==> src/rtl/bp_stat_ctrl.sv <==
// bp_stat_ctrl: branch-predictor statistics controller.
// Counts cycles, retired (non-bubble) fetches, branches and mispredicts over a
// measurement run bounded by stop_i, a halt instruction or an optional cycle
// window. Counters saturate and raise a sticky flag; any counter can be read
// back at any time through a registered one-cycle-latency port.
module bp_stat_ctrl #(
    parameter int          CNT_W     = 32,
    parameter logic [31:0] HALT_INSN = 32'h0000_006F,
    parameter int          WINDOW    = 0
) (
    input  logic             clk_i,
    input  logic             rst_i,
    input  logic             start_i,
    input  logic             stop_i,
    input  logic             br_instr_i,
    input  logic             br_miss_i,
    input  logic [31:0]      instr_i,
    input  logic             rd_en_i,
    input  logic [1:0]       rd_addr_i,
    output logic [CNT_W-1:0] rd_data_o,
    output logic             rd_vld_o,
    output logic             busy_o,
    output logic             done_o,
    output logic             sat_o
);

    typedef enum logic [1:0] {
        S_IDLE = 2'd0,
        S_RUN  = 2'd1,
        S_DONE = 2'd2
    } state_t;

    // Canonical RISC-V bubble (addi x0,x0,0) is not counted as an instruction.
    localparam logic [31:0]      NOP_INSN = 32'h0000_0013;
    localparam logic             WIN_EN   = (WINDOW != 0);
    // Cycle-counter value during the last cycle of a windowed run.
    localparam logic [CNT_W-1:0] WIN_LAST = CNT_W'((WINDOW == 0) ? 0 : WINDOW - 1);

    state_t           state_q, state_d;
    logic [CNT_W-1:0] cyc_q, cyc_d;
    logic [CNT_W-1:0] ins_q, ins_d;
    logic [CNT_W-1:0] br_q,  br_d;
    logic [CNT_W-1:0] mis_q, mis_d;
    logic             sat_q, sat_d;
    logic [CNT_W-1:0] rd_data_q;
    logic             rd_vld_q;
    logic [CNT_W-1:0] rd_sel;

    logic [CNT_W:0]   cyc_inc, ins_inc, br_inc, mis_inc;
    logic             run_exit;

    // Saturating increment: returns {attempted-at-max, next value}.
    function automatic logic [CNT_W:0] sat_inc(input logic [CNT_W-1:0] val,
                                               input logic             en);
        logic [CNT_W:0] res;
        res = {1'b0, val};
        if (en) begin
            if (val == '1) begin
                res = {1'b1, val};
            end else begin
                res = {1'b0, val + CNT_W'(1)};
            end
        end
        return res;
    endfunction

    // Candidate increments and run-termination condition for the current cycle.
    always_comb begin
        cyc_inc  = sat_inc(cyc_q, 1'b1);
        ins_inc  = sat_inc(ins_q, instr_i != NOP_INSN);
        br_inc   = sat_inc(br_q,  br_instr_i);
        mis_inc  = sat_inc(mis_q, br_miss_i);
        run_exit = stop_i || (instr_i == HALT_INSN) || (WIN_EN && (cyc_q == WIN_LAST));
    end

    // Next-state and counter update; start only acts outside RUN.
    always_comb begin
        state_d = state_q;
        cyc_d   = cyc_q;
        ins_d   = ins_q;
        br_d    = br_q;
        mis_d   = mis_q;
        sat_d   = sat_q;
        case (state_q)
            S_RUN: begin
                cyc_d = cyc_inc[CNT_W-1:0];
                ins_d = ins_inc[CNT_W-1:0];
                br_d  = br_inc[CNT_W-1:0];
                mis_d = mis_inc[CNT_W-1:0];
                sat_d = sat_q | cyc_inc[CNT_W] | ins_inc[CNT_W]
                              | br_inc[CNT_W]  | mis_inc[CNT_W];
                if (run_exit) begin
                    state_d = S_DONE;
                end
            end
            S_IDLE, S_DONE: begin
                if (start_i) begin
                    state_d = S_RUN;
                    cyc_d   = '0;
                    ins_d   = '0;
                    br_d    = '0;
                    mis_d   = '0;
                    sat_d   = 1'b0;
                end
            end
            default: begin
                state_d = S_IDLE;
            end
        endcase
    end

    // Readout mux over the pre-edge counter values.
    always_comb begin
        rd_sel = cyc_q;
        case (rd_addr_i)
            2'd0: rd_sel = cyc_q;
            2'd1: rd_sel = ins_q;
            2'd2: rd_sel = br_q;
            2'd3: rd_sel = mis_q;
            default: rd_sel = cyc_q;
        endcase
    end

    // State and counter registers.
    always_ff @(posedge clk_i or posedge rst_i) begin
        if (rst_i) begin
            state_q <= S_IDLE;
            cyc_q   <= '0;
            ins_q   <= '0;
            br_q    <= '0;
            mis_q   <= '0;
            sat_q   <= 1'b0;
        end else begin
            state_q <= state_d;
            cyc_q   <= cyc_d;
            ins_q   <= ins_d;
            br_q    <= br_d;
            mis_q   <= mis_d;
            sat_q   <= sat_d;
        end
    end

    // Registered readout: data captured on request, held otherwise.
    always_ff @(posedge clk_i or posedge rst_i) begin
        if (rst_i) begin
            rd_data_q <= '0;
            rd_vld_q  <= 1'b0;
        end else begin
            rd_vld_q <= rd_en_i;
            if (rd_en_i) begin
                rd_data_q <= rd_sel;
            end
        end
    end

    assign rd_data_o = rd_data_q;
    assign rd_vld_o  = rd_vld_q;
    assign busy_o    = (state_q == S_RUN);
    assign done_o    = (state_q == S_DONE);
    assign sat_o     = sat_q;

endmodule

==> config.mk <==
export PLATFORM = sky130hd
export DESIGN_NAME = bp_stat_ctrl
export DESIGN_NICKNAME = d
export VERILOG_FILES = /design/src/rtl/bp_stat_ctrl.sv
export SDC_FILE = /design/constraint.sdc
export NUM_CORES = 1
export LEC_CHECK = 0
export ABC_AREA = 1
export BUFFER_PORTS_ARGS = -buffer_cell sky130_fd_sc_hd__buf_2
export CORE_UTILIZATION = 55
export DETAILED_ROUTE_END_ITERATION = 8
export PLACE_DENSITY = 0.77
export SLEW_MARGIN = 20
export SYNTH_ARGS = -nofsm -noshare
export SYNTH_HDL_FRONTEND = slang
export SYNTH_SLANG_ARGS = --single-unit
==> constraint.sdc <==
create_clock -name clk_i -period 17.57 [get_ports clk_i]
set_clock_uncertainty 0.1 [all_clocks]
set_input_delay 4.3925 -clock clk_i [delete_from_list [all_inputs] [get_ports clk_i]]
set_output_delay 4.3925 -clock clk_i [all_outputs]
set_load 0.01 [all_outputs]
After elaboration in Yosys (flattened, before gate mapping)
Cells that the tools add are included.

Register bits after elaboration: 164. Bits of input ports: 41. Output and inout port bits: 36. Logic and storage cells: 65.

$add $sub $neg: 4. Equality and inequality tests: 20. Multiplexer cells: 18. Bitwise operators: 4. Reduce and logical (&&, ||, !) cells: 11.

Operator list (count): 32-bit case mux with 2 select lines (4); 33-bit 2-to-1 mux (7); 32-bit by 1-bit adder with 32-bit output, second input constant (4); 32-bit == test, second input constant (4); 32-bit case mux with 4 select lines (1); 32-bit by 7-bit == test with 1-bit output, second input constant (1); 32-bit 2-to-1 mux (1); 32-bit by 5-bit != test with 1-bit output, second input constant (1); 2-bit != test, second input constant (7); 4-bit AND reduction (3); 2-bit == test, second input constant (3); 2-bit by 1-bit == test with 1-bit output, second input constant (2); 2-bit zero test (2); 2-bit 2-to-1 mux (2); 2-bit by 1-bit != test with 1-bit output, second input constant (2); 1-bit bitwise OR (4); 2-bit case mux with 2 select lines (1); 2-bit AND reduction (2); 3-bit AND reduction (1); 1-bit case mux with 2 select lines (1); 2-bit nonzero test (1); 2-bit OR reduction (1); 1-bit logical OR (1); 1-bit 2-to-1 mux (1).

Depth between registers and ports, before layout
Gate-level depths: netlist of the first run.

Depth after elaboration: 7. Gate-level depth with buffers: 12. Mapped depth without buffers: 12.

Least setup slack after synthesis of the first run
No wires, ideal clock.

Path kind: input to register. Start point: input instr_i[31]. End point: register ins_q[17]. Library setup time: 0.118 ns. Arrival: 5.423 ns. Data required time: 17.352 ns. Setup slack: 11.929 ns. Stages on the path: 11. Buffers on the path: 1. Cell sequence: nor2_1 > nand2_1 > nor2_1 > nand2_1 > inv_1 > nand2_1 > inv_1 > buf_2 > nor2_1 > nand3_1 > nand2_1.

Word-level cells in the longest chain between the ends: 3.

RTL lines: start: declaration (line 17) `input logic [31:0] instr_i,`; 32-bit by 5-bit != test with 1-bit output (line 70) `ins_inc = sat_inc(ins_q, instr_i != NOP_INSN);`; 2-bit by 1-bit != test with 1-bit output (no source line); 4-bit AND reduction (no source line); end signal: assignment (line 136) `ins_q <= ins_d;`; end: declaration (line 41) `logic [CNT_W-1:0] ins_q, ins_d;`.

Every way passes these cells. A chain may end at the register's enable or synchronous reset.

Final worst setup path of the first run
Start point: register state_q[0]. End point: output done_o.

Word-level cells in the longest chain between the ends: 1.

RTL lines: start: declaration (line 39) `state_t state_q, state_d;`; start signal: assignment (line 134) `state_q <= state_d;`; 2-bit == test (line 159) `assign done_o = (state_q == S_DONE);`; end: declaration (line 23) `output logic done_o,`.

Every way passes these cells.

==> out/metrics.yaml, run 1 <==
clocking:
  htree_num_levels: 4
  clock-sinks: 164
  cts_hold_buf: 0
  cts_setup_buffers: 0
  cts_resized: 0
  cts_tree: "built"
  cts.path.max_buffers: 2
  cts_root_buffer: "clkbuf_16"
  numCtsBuffers: 17
  path_clk_slew_ps: 70
  clock_latency_ps: 450
timing:
  setup_slack_ps: 11150
  timing.fmax_mhz: 156
  post-route-period-util_pct: 36.5
  finalHoldWorstSlack_ps: 389
  max_slew.worst_pin.slew_ps: 1010
  slew_viol_final: 0
  rsz0062_at_grt: "false"
  slew_headroom_pct: 32.3
  setup_violations: 0
  finalCriticalPeriod_ps: 6420
  final-hold-violation-count: 0
  fin_tns_setup_ps: 0
route:
  drt-wirelength-per-cell_um: 18.0
  first_pass_iters: 6
  vias: 12100
  routed_via_density: 5.86
  routedLengthMet1_um: 15600
  routed-wl-met2_um: 16200
  top_layer: "met4"
  routed_wl_um: 37200
  first_iter_violations: 1517
  drt_drc_violations_left: 0
  ant_nets: 0
  wl_met3_um: 3820
critical_path:
  arrival_ps: 1920
  critPathSlowestCell: "buf_4"
  crit_family: "buffers and inverters"
  critPathKind: "register to primary output"
  r2r_end: "ins_q[0]"
  path_buf_inv: 2
  crit_chain: "buf_4, nor2_1, buf_2"
  cp-endpoint: "done_o"
  cp_max_fo: 80
  r2r_slack_ps: 14450
  crit_cells: 3
  required_ps: 13080
  worstReg2RegStart: "state_q[0]"
  reg2regPathDepth: 7
  crit_path_max_incr_delay_ps: 770
  critPathLaunch: "state_q[0]"
  endpoint_kind: "primary output"
  worstSetupStartpointType: "register"
yosys:
  synth_cells: 1736
  synth_seq_cells: 164
  yosys-top-cells-area: "dfrtp_1 (36%), nand2_1 (19%), nor2_1 (7.8%)"
  synth_top_area_share_pct: 35.6
  async_reset_ff_share_pct: 100
  yosysSeqAreaShare_pct: 35.6
  synth_fp_nets: 1781
  synth-edff-count: 0
  synth_most_common_cell: "nand2_1"
  ys_top_cells_by_count: "nand2_1 (598), nor2_1 (240), dfrtp_1 (164)"
  synth_cell_types: 42
  synthesis.area_um2: 11500
  postSynthAreaPerCell_um2: 6.64
  yosys_warnings: 0
  ys.flop_type: "dfrtp_1"
  synth_top_area_cell: "dfrtp_1"
placed_design:
  port_buffers: 76
  postPlaceCellArea_um2: 11900
  dpl_worst_slack_ps: 11020
  dp_hpwl_um: 27500
  gp_congestion: 1.01
finish:
  regArea_um2: 4110
  multi_input_area_um2: 6440
  diodes: 0
  fin_area_um2: 12500
  final_nets: 1825
  n_fill_cell: 1896
  final_layout_size_suffix_gt1_share_pct: 11.1
  area_growth_pct: 8.51
floorplanning:
  design.die.area_um2: 21500
  die_y_um: 147
  rows: 52
  die_w_um: 147
  io_pins: 77
  core_area_um2: 20400
  initial_core_util_pct: 56.6
grt:
  grt_max_degree: 81
  grt_pass1_wl_um: 59000
  overflow: 0
  antenna_found_initial: 0
  grt_pass1_vias: 10800
  grt_usage_pct: 35.5
outcome:
  status: "finished, final reports clean"
power:
  leakage_nw: 5.51
  p_per_area_nw_per_um2: 79.7
  irDropWorstVdd_uv: 75.2
worst_hold_path:
  hold_path_class: "register to register"
job:
  maxCapViolCount: 0
[worst reg2reg max path: stages (launching register included)]
cell and delay (ps):
dfrtp_2 370, inv_2 150, nor2_4 510, inv_1 320
nand2_2 320, nand3_2 760, o21ai_0 420, inv_1 60
[cells by family after synthesis]
| kind of cell | count (synthesis) | synth area share (%) |
|---|---|---|
| simple gates | 1124 | 42.5 |
| buf+inv | 224 | 8.54 |
| compound gates | 186 | 10.4 |
| flops | 164 | 35.6 |
| xor+xnor | 34 | 2.58 |
| fa+ha+maj | 4 | 0.434 |
[report_power, final]
group | switching (mW) | internal, mW
combinational | 0.175 | 0.0400
clock | 0.171 | 0.196
sequential | 0.0230 | 0.392
[final cells by class]
type,instances,area share [%]
Clock buffer,17,3.40
Clock inverter,15,1.06
Inverter,167,5.09
Multi-Input combinational cell,1348,51.5
Sequential cell,164,32.8
Tap cell,270,2.70
Timing Repair Buffer,82,3.40
[how the worst min path moves through the flow]
| stage | depth (start not counted) | start | slack, ps | end |
|---|---|---|---|---|
| 2_1_floorplan | 2 | br_q[26] | 370 | br_q[26] |
| 3_3_place_gp | 2 | rd_data_o[28] | 370 | rd_data_o[28] |
| 3_5_place_dp | 2 | rd_data_o[28] | 370 | rd_data_o[28] |
| 4_1_cts | 2 | rd_data_o[28] | 390 | rd_data_o[28] |
| 5_1_grt | 2 | rd_data_o[28] | 410 | rd_data_o[28] |
| 6_report | 2 | rd_data_o[28] | 390 | rd_data_o[28] |
[flip-flops by register name (all words and copies together), names as in the netlist]
signal and flops:
rd_vld_o 1, sat_o 1, mis_q 32, state_q 2, br_q 32, cyc_q 32, ins_q 32, rd_data_o 32
[routing by layer]
metal	track usage (%)	up-vias
met3	6.61	105
met5	0	-
li1	-	5738
met1	49.4	5606
met4	15.7	0
met2	53.7	633
[per-stage QoR]
step	instances	util [%]	total power, mW
final	2063	61.4	0.996
after global routing	2063	61.4	1.03
after CTS	2063	61.4	0.994
after detailed placement	2031	58.7	0.633
after global placement	2031	58.7	0.630
after floorplan	1736	-	0.598
[placed cells by master (no fill, tap or decap), types with 9 or more instances in the layout]
cell type	instances
o21ai_0	62
nor3_1	30
nor2_2	11
nor2_1	238
nand2_2	11
o21ai_1	28
clkbuf_16	17
xor2_1	30
a221oi_1	31
inv_1	155
nand3_1	145
o22ai_1	30
dfrtp_1	163
nand2_1	598
nand4_1	56
inv_2	9
o21ai_2	23
buf_2	76
No activity file was read; power rests on OpenSTA's default activity.
==> inputs of run 2 (changes only) <==
==> constraint.sdc (replaced) <==
create_clock -name clk_i -period 6.2 [get_ports clk_i]
set_clock_uncertainty 0.1 [all_clocks]
set_input_delay 1.55 -clock clk_i [delete_from_list [all_inputs] [get_ports clk_i]]
set_output_delay 1.55 -clock clk_i [all_outputs]
set_load 0.01 [all_outputs]
==> run 2 against run 1 <==
  * Hold slack lost 7.7 ps
  * Global-route usage shrank 0.59 points
  * Sequential share of layout area is essentially flat
  * Critical path depth is the same
  * Via count shrank 1.5%
  * Highest routed layer unchanged
  * Largest power group unchanged
  * Power grew to 2.9 times the previous value
  * Sequential power grew to 2.8 times the previous value
==> out/metrics.yaml, run 2 (synthesized netlist as in run 1, its figures left out) <==
outcome:
  status: "finished, final reports clean"  # unchanged
route:
  routed_via_density: 5.78  # was 5.86
  drt_drc_violations_left: 0  # unchanged
  first_pass_iters: 8  # was 6
  ant_nets: 0  # unchanged
  vias: 11900  # was 12100
  first_iter_violations: 1603  # was 1517
  drt-wirelength-per-cell_um: 17.8  # was 18.0 µm
  routed_wl_um: 36700  # was 37200 µm
timing:
  rsz0062_at_grt: "false"  # unchanged
  post-route-period-util_pct: 57.1
  slew_headroom_pct: 31.4  # was 32.3%
  timing.fmax_mhz: 282
  max_slew.worst_pin.slew_ps: 1030  # was 1010 ps
  fin_tns_setup_ps: 0  # unchanged
  slew_viol_final: 0  # unchanged
  finalCriticalPeriod_ps: 3540
  setup_violations: 0  # unchanged
  final-hold-violation-count: 0  # unchanged
grt:
  overflow: 0  # unchanged
  grt_pass1_wl_um: 57700  # was 59000 µm
  grt_usage_pct: 34.9  # was 35.5%
  grt_max_degree: 95  # was 81
  antenna_found_initial: 0  # unchanged
  grt_pass1_vias: 10600  # was 10800
finish:
  final_cell_mix: "nand2_1 (598), nor2_1 (238), dfrtp_1 (163), inv_1 (155), nand3_1 (145)"  # unchanged
  final_layout_size_suffix_gt1_share_pct: 10.8  # was 11.1%
  n_fill_cell: 1890  # was 1896
  diodes: 0  # unchanged
  mostFrequentLayoutCell: "nand2_1"  # unchanged
  final_nets: 1824  # was 1825
  area_growth_pct: 8.61  # was 8.51%
  final_core_util_pct: 61.5  # was 61.4%
critical_path:
  crit_path_max_incr_delay_ps: 740  # was 770 ps
  worstReg2RegStart: "state_q[0]"  # unchanged
  r2r_end: "ins_q[0]"  # unchanged
  r2r_slack_ps: 3090  # was 14450 ps
  cp_max_fo: 80  # unchanged
  endpoint_kind: "primary output"  # unchanged
  crit_family: "buffers and inverters"  # unchanged
  required_ps: 4550  # was 13080 ps
  critPathSlowestCell: "buf_4"  # unchanged
  path_buf_inv: 2  # unchanged
  crit_chain: "buf_4, nor2_1, buf_2"  # unchanged
  critPathKind: "register to primary output"  # unchanged
  reg2regPathDepth: 7  # unchanged
  worstSetupStartpointType: "register"  # unchanged
  arrival_ps: 1890  # was 1920 ps
worst_hold_path:
  min_delay_path_depth: 2  # unchanged
  hold_path_class: "register to register"  # unchanged
  hp-start: "rd_data_o[9]"  # was rd_data_o[28]
  whs_endpoint: "rd_data_o[9]"  # was rd_data_o[28]
floorplanning:
  initial_core_util_pct: 56.6  # unchanged
  core_area_um2: 20400  # unchanged
  die_w_um: 147  # unchanged
  die_y_um: 147  # unchanged
  rows: 52  # unchanged
  io_pins: 77  # unchanged
  design.die.area_um2: 21500  # unchanged
power:
  leakage_nw: 5.52  # was 5.51 nW
  power.switching_mw: 1.01  # was 369 µW
  power_frac_seq_pct: 41.3  # was 41.6%
  switching_share_pct: 35.5  # was 37.0%
  pwr-share-clk_pct: 37.3  # was 36.8%
  p_per_area_nw_per_um2: 228  # was 79.7 nW/µm²
  combPwrFrac_pct: 21.4  # was 21.5%
  irDropWorstVdd_uv: 191  # was 75.2 µV
  internal-power_mw: 1.84  # was 627 µW
placed_design:
  gp_congestion: 1.02  # was 1.01
  port_buffers: 76  # unchanged
  dp_hpwl_um: 27100  # was 27500 µm
clocking:
  cts_resized: 0  # unchanged
  cts_root_buffer: "clkbuf_16"  # unchanged
  cts_setup_buffers: 0  # unchanged
  htree_num_levels: 4  # unchanged
  clock-sinks: 164  # unchanged
  cts_tree: "built"  # unchanged
  clock_latency_ps: 440  # was 450 ps
  numCtsBuffers: 17  # unchanged
  path_clk_slew_ps: 60  # was 70 ps
  cts_hold_buf: 0  # unchanged
  cts.path.max_buffers: 2  # unchanged
job:
  maxCapViolCount: 0  # unchanged
-- run 2: cell type report --
cell class | count | area, µm² | area share (%)
well taps | 270 | 338 | 2.70
inverters | 167 | 637 | 5.09
clock inverters | 8 | 100 | 0.800
repair buffers | 81 | 430 | 3.44
clock buffers | 22 | 464 | 3.71
flip-flops and latches | 164 | 4110 | 32.8
multi-input cells | 1348 | 6440 | 51.5
-- run 2: layer usage --
layer  global-route usage (%)  part of all wire (%)  up-vias  wire length (µm)
met1                     48.6                    42     5490             15500
met2                     52.5                    44      597             16100
li1                         -                     -     5732                 -
met4                     14.6                   3.8        0              1410
met5                        0                     0        -                 0
met3                     7.45                    10       84              3680
-- run 2: worst max path at each step --
stage | start | to | slack, ps | cells after the start
finish | state_q[0] | done_o | 2660 | 3
global route | state_q[0] | done_o | 2560 | 3
CTS | state_q[0] | done_o | 2670 | 3
detailed placement | start_i | ins_q[0] | 2600 | 8
global placement | start_i | ins_q[0] | 2630 | 8
floorplan | rst_i | br_q[0] | 120 | 1
-- run 2: metrics by stage --
| step | hold WS, ps | total power, mW | setup slack (ps) | cell area [µm²] | instances |
|---|---|---|---|---|---|
| CTS | 387 | 2.84 | 2670 | 12500 | 2060 |
| detailed placement | 371 | 1.79 | 2600 | 12000 | 2030 |
| global placement | 368 | 1.78 | 2630 | 12000 | 2030 |
| floorplan | 371 | 1.69 | 117 | 11500 | 1736 |
| finish | 382 | 2.85 | 2660 | 12500 | 2060 |
| global route | 399 | 2.96 | 2560 | 12500 | 2060 |
-- run 2: worst min-delay path, stage by stage (launching register included) --
cell and delay (ps):
dfrtp_1 340, nand2_1 50, o21ai_0 60
-- run 2: power groups by stage --
| stage | Combinational [mW] | Clock (mW) | Sequential [mW] |
|---|---|---|---|
| floorplan | 0.527 | 0 | 1.17 |
| global placement | 0.590 | 0 | 1.19 |
| detailed placement | 0.597 | 0 | 1.19 |
| CTS | 0.600 | 1.06 | 1.17 |
| global route | 0.662 | 1.11 | 1.18 |
| finish | 0.608 | 1.06 | 1.18 |
==> inputs of run 3 (changes only) <==
==> constraint.sdc (replaced) <==
create_clock -name clk_i -period 3.62 [get_ports clk_i]
set_clock_uncertainty 0.1 [all_clocks]
set_input_delay 0.905 -clock clk_i [delete_from_list [all_inputs] [get_ports clk_i]]
set_output_delay 0.905 -clock clk_i [all_outputs]
set_load 0.01 [all_outputs]
==> run 3 against run 2 <==
  * Die area stayed put
  * Critical endpoint unchanged
  * Flip-flop and latch count is the same
  * Critical path type unchanged
  * Sequential power grew 70%
  * Combinational power increased by 69%
  * Highest routed layer unchanged
==> out/metrics.yaml, run 3 (synthesized netlist as in run 1, its figures left out) <==
critical_path:
  arrival_ps: 1900  # was 1890 ps
  worstReg2RegStart: "state_q[0]"  # unchanged
  endpoint_kind: "primary output"  # unchanged
  cp_max_fo: 79  # was 80
  worstSetupStartpointType: "register"  # unchanged
  critPathLaunch: "state_q[0]"  # unchanged
  critPathKind: "register to primary output"  # unchanged
  required_ps: 2610  # was 4550 ps
placed_design:
  gp_congestion: 0.987  # was 1.02
  dp_hpwl_um: 27300  # was 27100 µm
  port_buffers: 76  # unchanged
  postPlaceCellArea_um2: 12000  # about the same
  dp_cells: 2034  # was 2030
route:
  ant_nets: 0  # unchanged
  top_layer: "met4"  # unchanged
  vias: 11900  # about the same
  routed-wl-met2_um: 16100  # about the same
  wl_met3_um: 3160  # was 3680 µm
  drt-wirelength-per-cell_um: 17.7  # was 17.8 µm
  first_pass_iters: 6  # was 8
  drt_drc_violations_left: 0  # unchanged
  routed_wl_um: 36700  # about the same
  first_iter_violations: 1301  # was 1603
  routed_via_density: 5.75  # was 5.78
  routedLengthMet1_um: 16200  # was 15500 µm
clocking:
  clock-sinks: 164  # unchanged
  htree_num_levels: 4  # unchanged
  clock_latency_ps: 450  # was 440 ps
  cts.path.max_buffers: 2  # unchanged
  path_clk_slew_ps: 70  # was 60 ps
  cts_tree: "built"  # unchanged
  cts_resized: 0  # unchanged
  cts_root_buffer: "clkbuf_16"  # unchanged
  cts_hold_buf: 0  # unchanged
  numCtsBuffers: 17  # unchanged
  cts_setup_buffers: 0  # unchanged
worst_hold_path:
  hold_path_class: "register to register"  # unchanged
  hp-start: "rd_data_o[4]"  # was rd_data_o[9]
grt:
  grt_pass1_vias: 10700  # was 10600
  grt_max_degree: 165  # was 95
  grt_usage_pct: 35.0  # was 34.9%
  grt_pass1_wl_um: 58500  # was 57700 µm
  overflow: 0  # unchanged
  antenna_found_initial: 0  # unchanged
floorplanning:
  rows: 52  # unchanged
  core_area_um2: 20400  # unchanged
  design.die.area_um2: 21500  # unchanged
  die_y_um: 147  # unchanged
  io_pins: 77  # unchanged
  initial_core_util_pct: 56.6  # unchanged
  die_w_um: 147  # unchanged
finish:
  fin_cells: 2066  # was 2060
  fin_area_um2: 12600  # was 12500 µm²
  final_nets: 1828  # was 1824
  final_cell_mix: "nand2_1 (598), nor2_1 (238), dfrtp_1 (163), inv_1 (155), nand3_1 (145)"  # unchanged
  area_growth_pct: 9.50  # was 8.61%
  mostFrequentLayoutCell: "nand2_1"  # unchanged
  final_layout_size_suffix_gt1_share_pct: 11.2  # was 10.8%
  diodes: 0  # unchanged
power:
  irDropWorstVdd_uv: 429  # was 191 µV
  leakage_nw: 5.56  # was 5.52 nW
  fin_total_pwr_mw: 5.05  # was 2.85 mW
  p_per_area_nw_per_um2: 401  # was 228 nW/µm²
job:
  maxCapViolCount: 0  # unchanged
timing:
  fin_tns_setup_ps: 0  # unchanged
  final-hold-violation-count: 0  # unchanged
  rsz0062_at_grt: "false"  # unchanged
  post-route-period-util_pct: 80.4
  max_slew.worst_pin.slew_ps: 929  # was 1030 ps
  slew_headroom_pct: 38.1  # was 31.4%
  slew_viol_final: 0  # unchanged
  finalCriticalPeriod_ps: 2910
  setup_violations: 0  # unchanged
  timing.fmax_mhz: 344
outcome:
  status: "finished, final reports clean"  # unchanged
==> run 3: changes by cell type in the layout (fill, tap and decap cells not counted), sizes merged <==
cell	change
clkbuf	-4
buf	+4
bufinv	+2
inv	+1
clkinvlp	+4
clkinv	-1
==> run 3: final cells by class <==
cell class,count,area (µm²)
Clock buffer,18,439
Clock inverter,14,199
Fill cell,1896,7750
Inverter,167,636
Multi-Input combinational cell,1348,6440
Sequential cell,164,4110
Tap cell,270,338
Timing Repair Buffer,85,460
==> run 3: path summary, 6_finish.rpt <==
kind / cells after the start / slack (ps) / endpoint
worst min-delay path: 2 / 380 / rd_data_o[4]
min in group asynchronous: 3 / 630 / mis_q[6]
worst max register to register: 9 / 820 / br_q[15]
max in group asynchronous: 3 / 2140 / ins_q[19]
worst max-delay path: 3 / 710 / done_o
worst min register to register: 2 / 380 / rd_data_o[4]
==> run 3: metrics by stage <==
step                      worst slack, ps  hold slack, ps  utilization, %
after floorplan                       530             371               -
after global placement                779             360            58.8
after detailed placement              747             365            58.8
after CTS                             718             384            62.0
after global routing                  596             403            62.0
final                                 711             378            62.0
==> run 3: layer usage <==
layer | vias up | global-route usage [%]
li1 | 5754 | -
met1 | 5485 | 50.6
met2 | 559 | 53.1
met3 | 79 | 4.94
met4 | 0 | 13.6
met5 | - | 0
==> run 3: critical path, cell delays in order, from the launching register on <==
cell and delay (ps):
dfrtp_2 380, buf_4 730, nor2_1 160, buf_2 190
==> run 3: where the power goes <==
group	internal [mW]	leakage, nW	switching, mW
sequential	1.90	2.27	0.106
combinational	0.202	2.98	0.833
clock	1.18	0.300	0.829
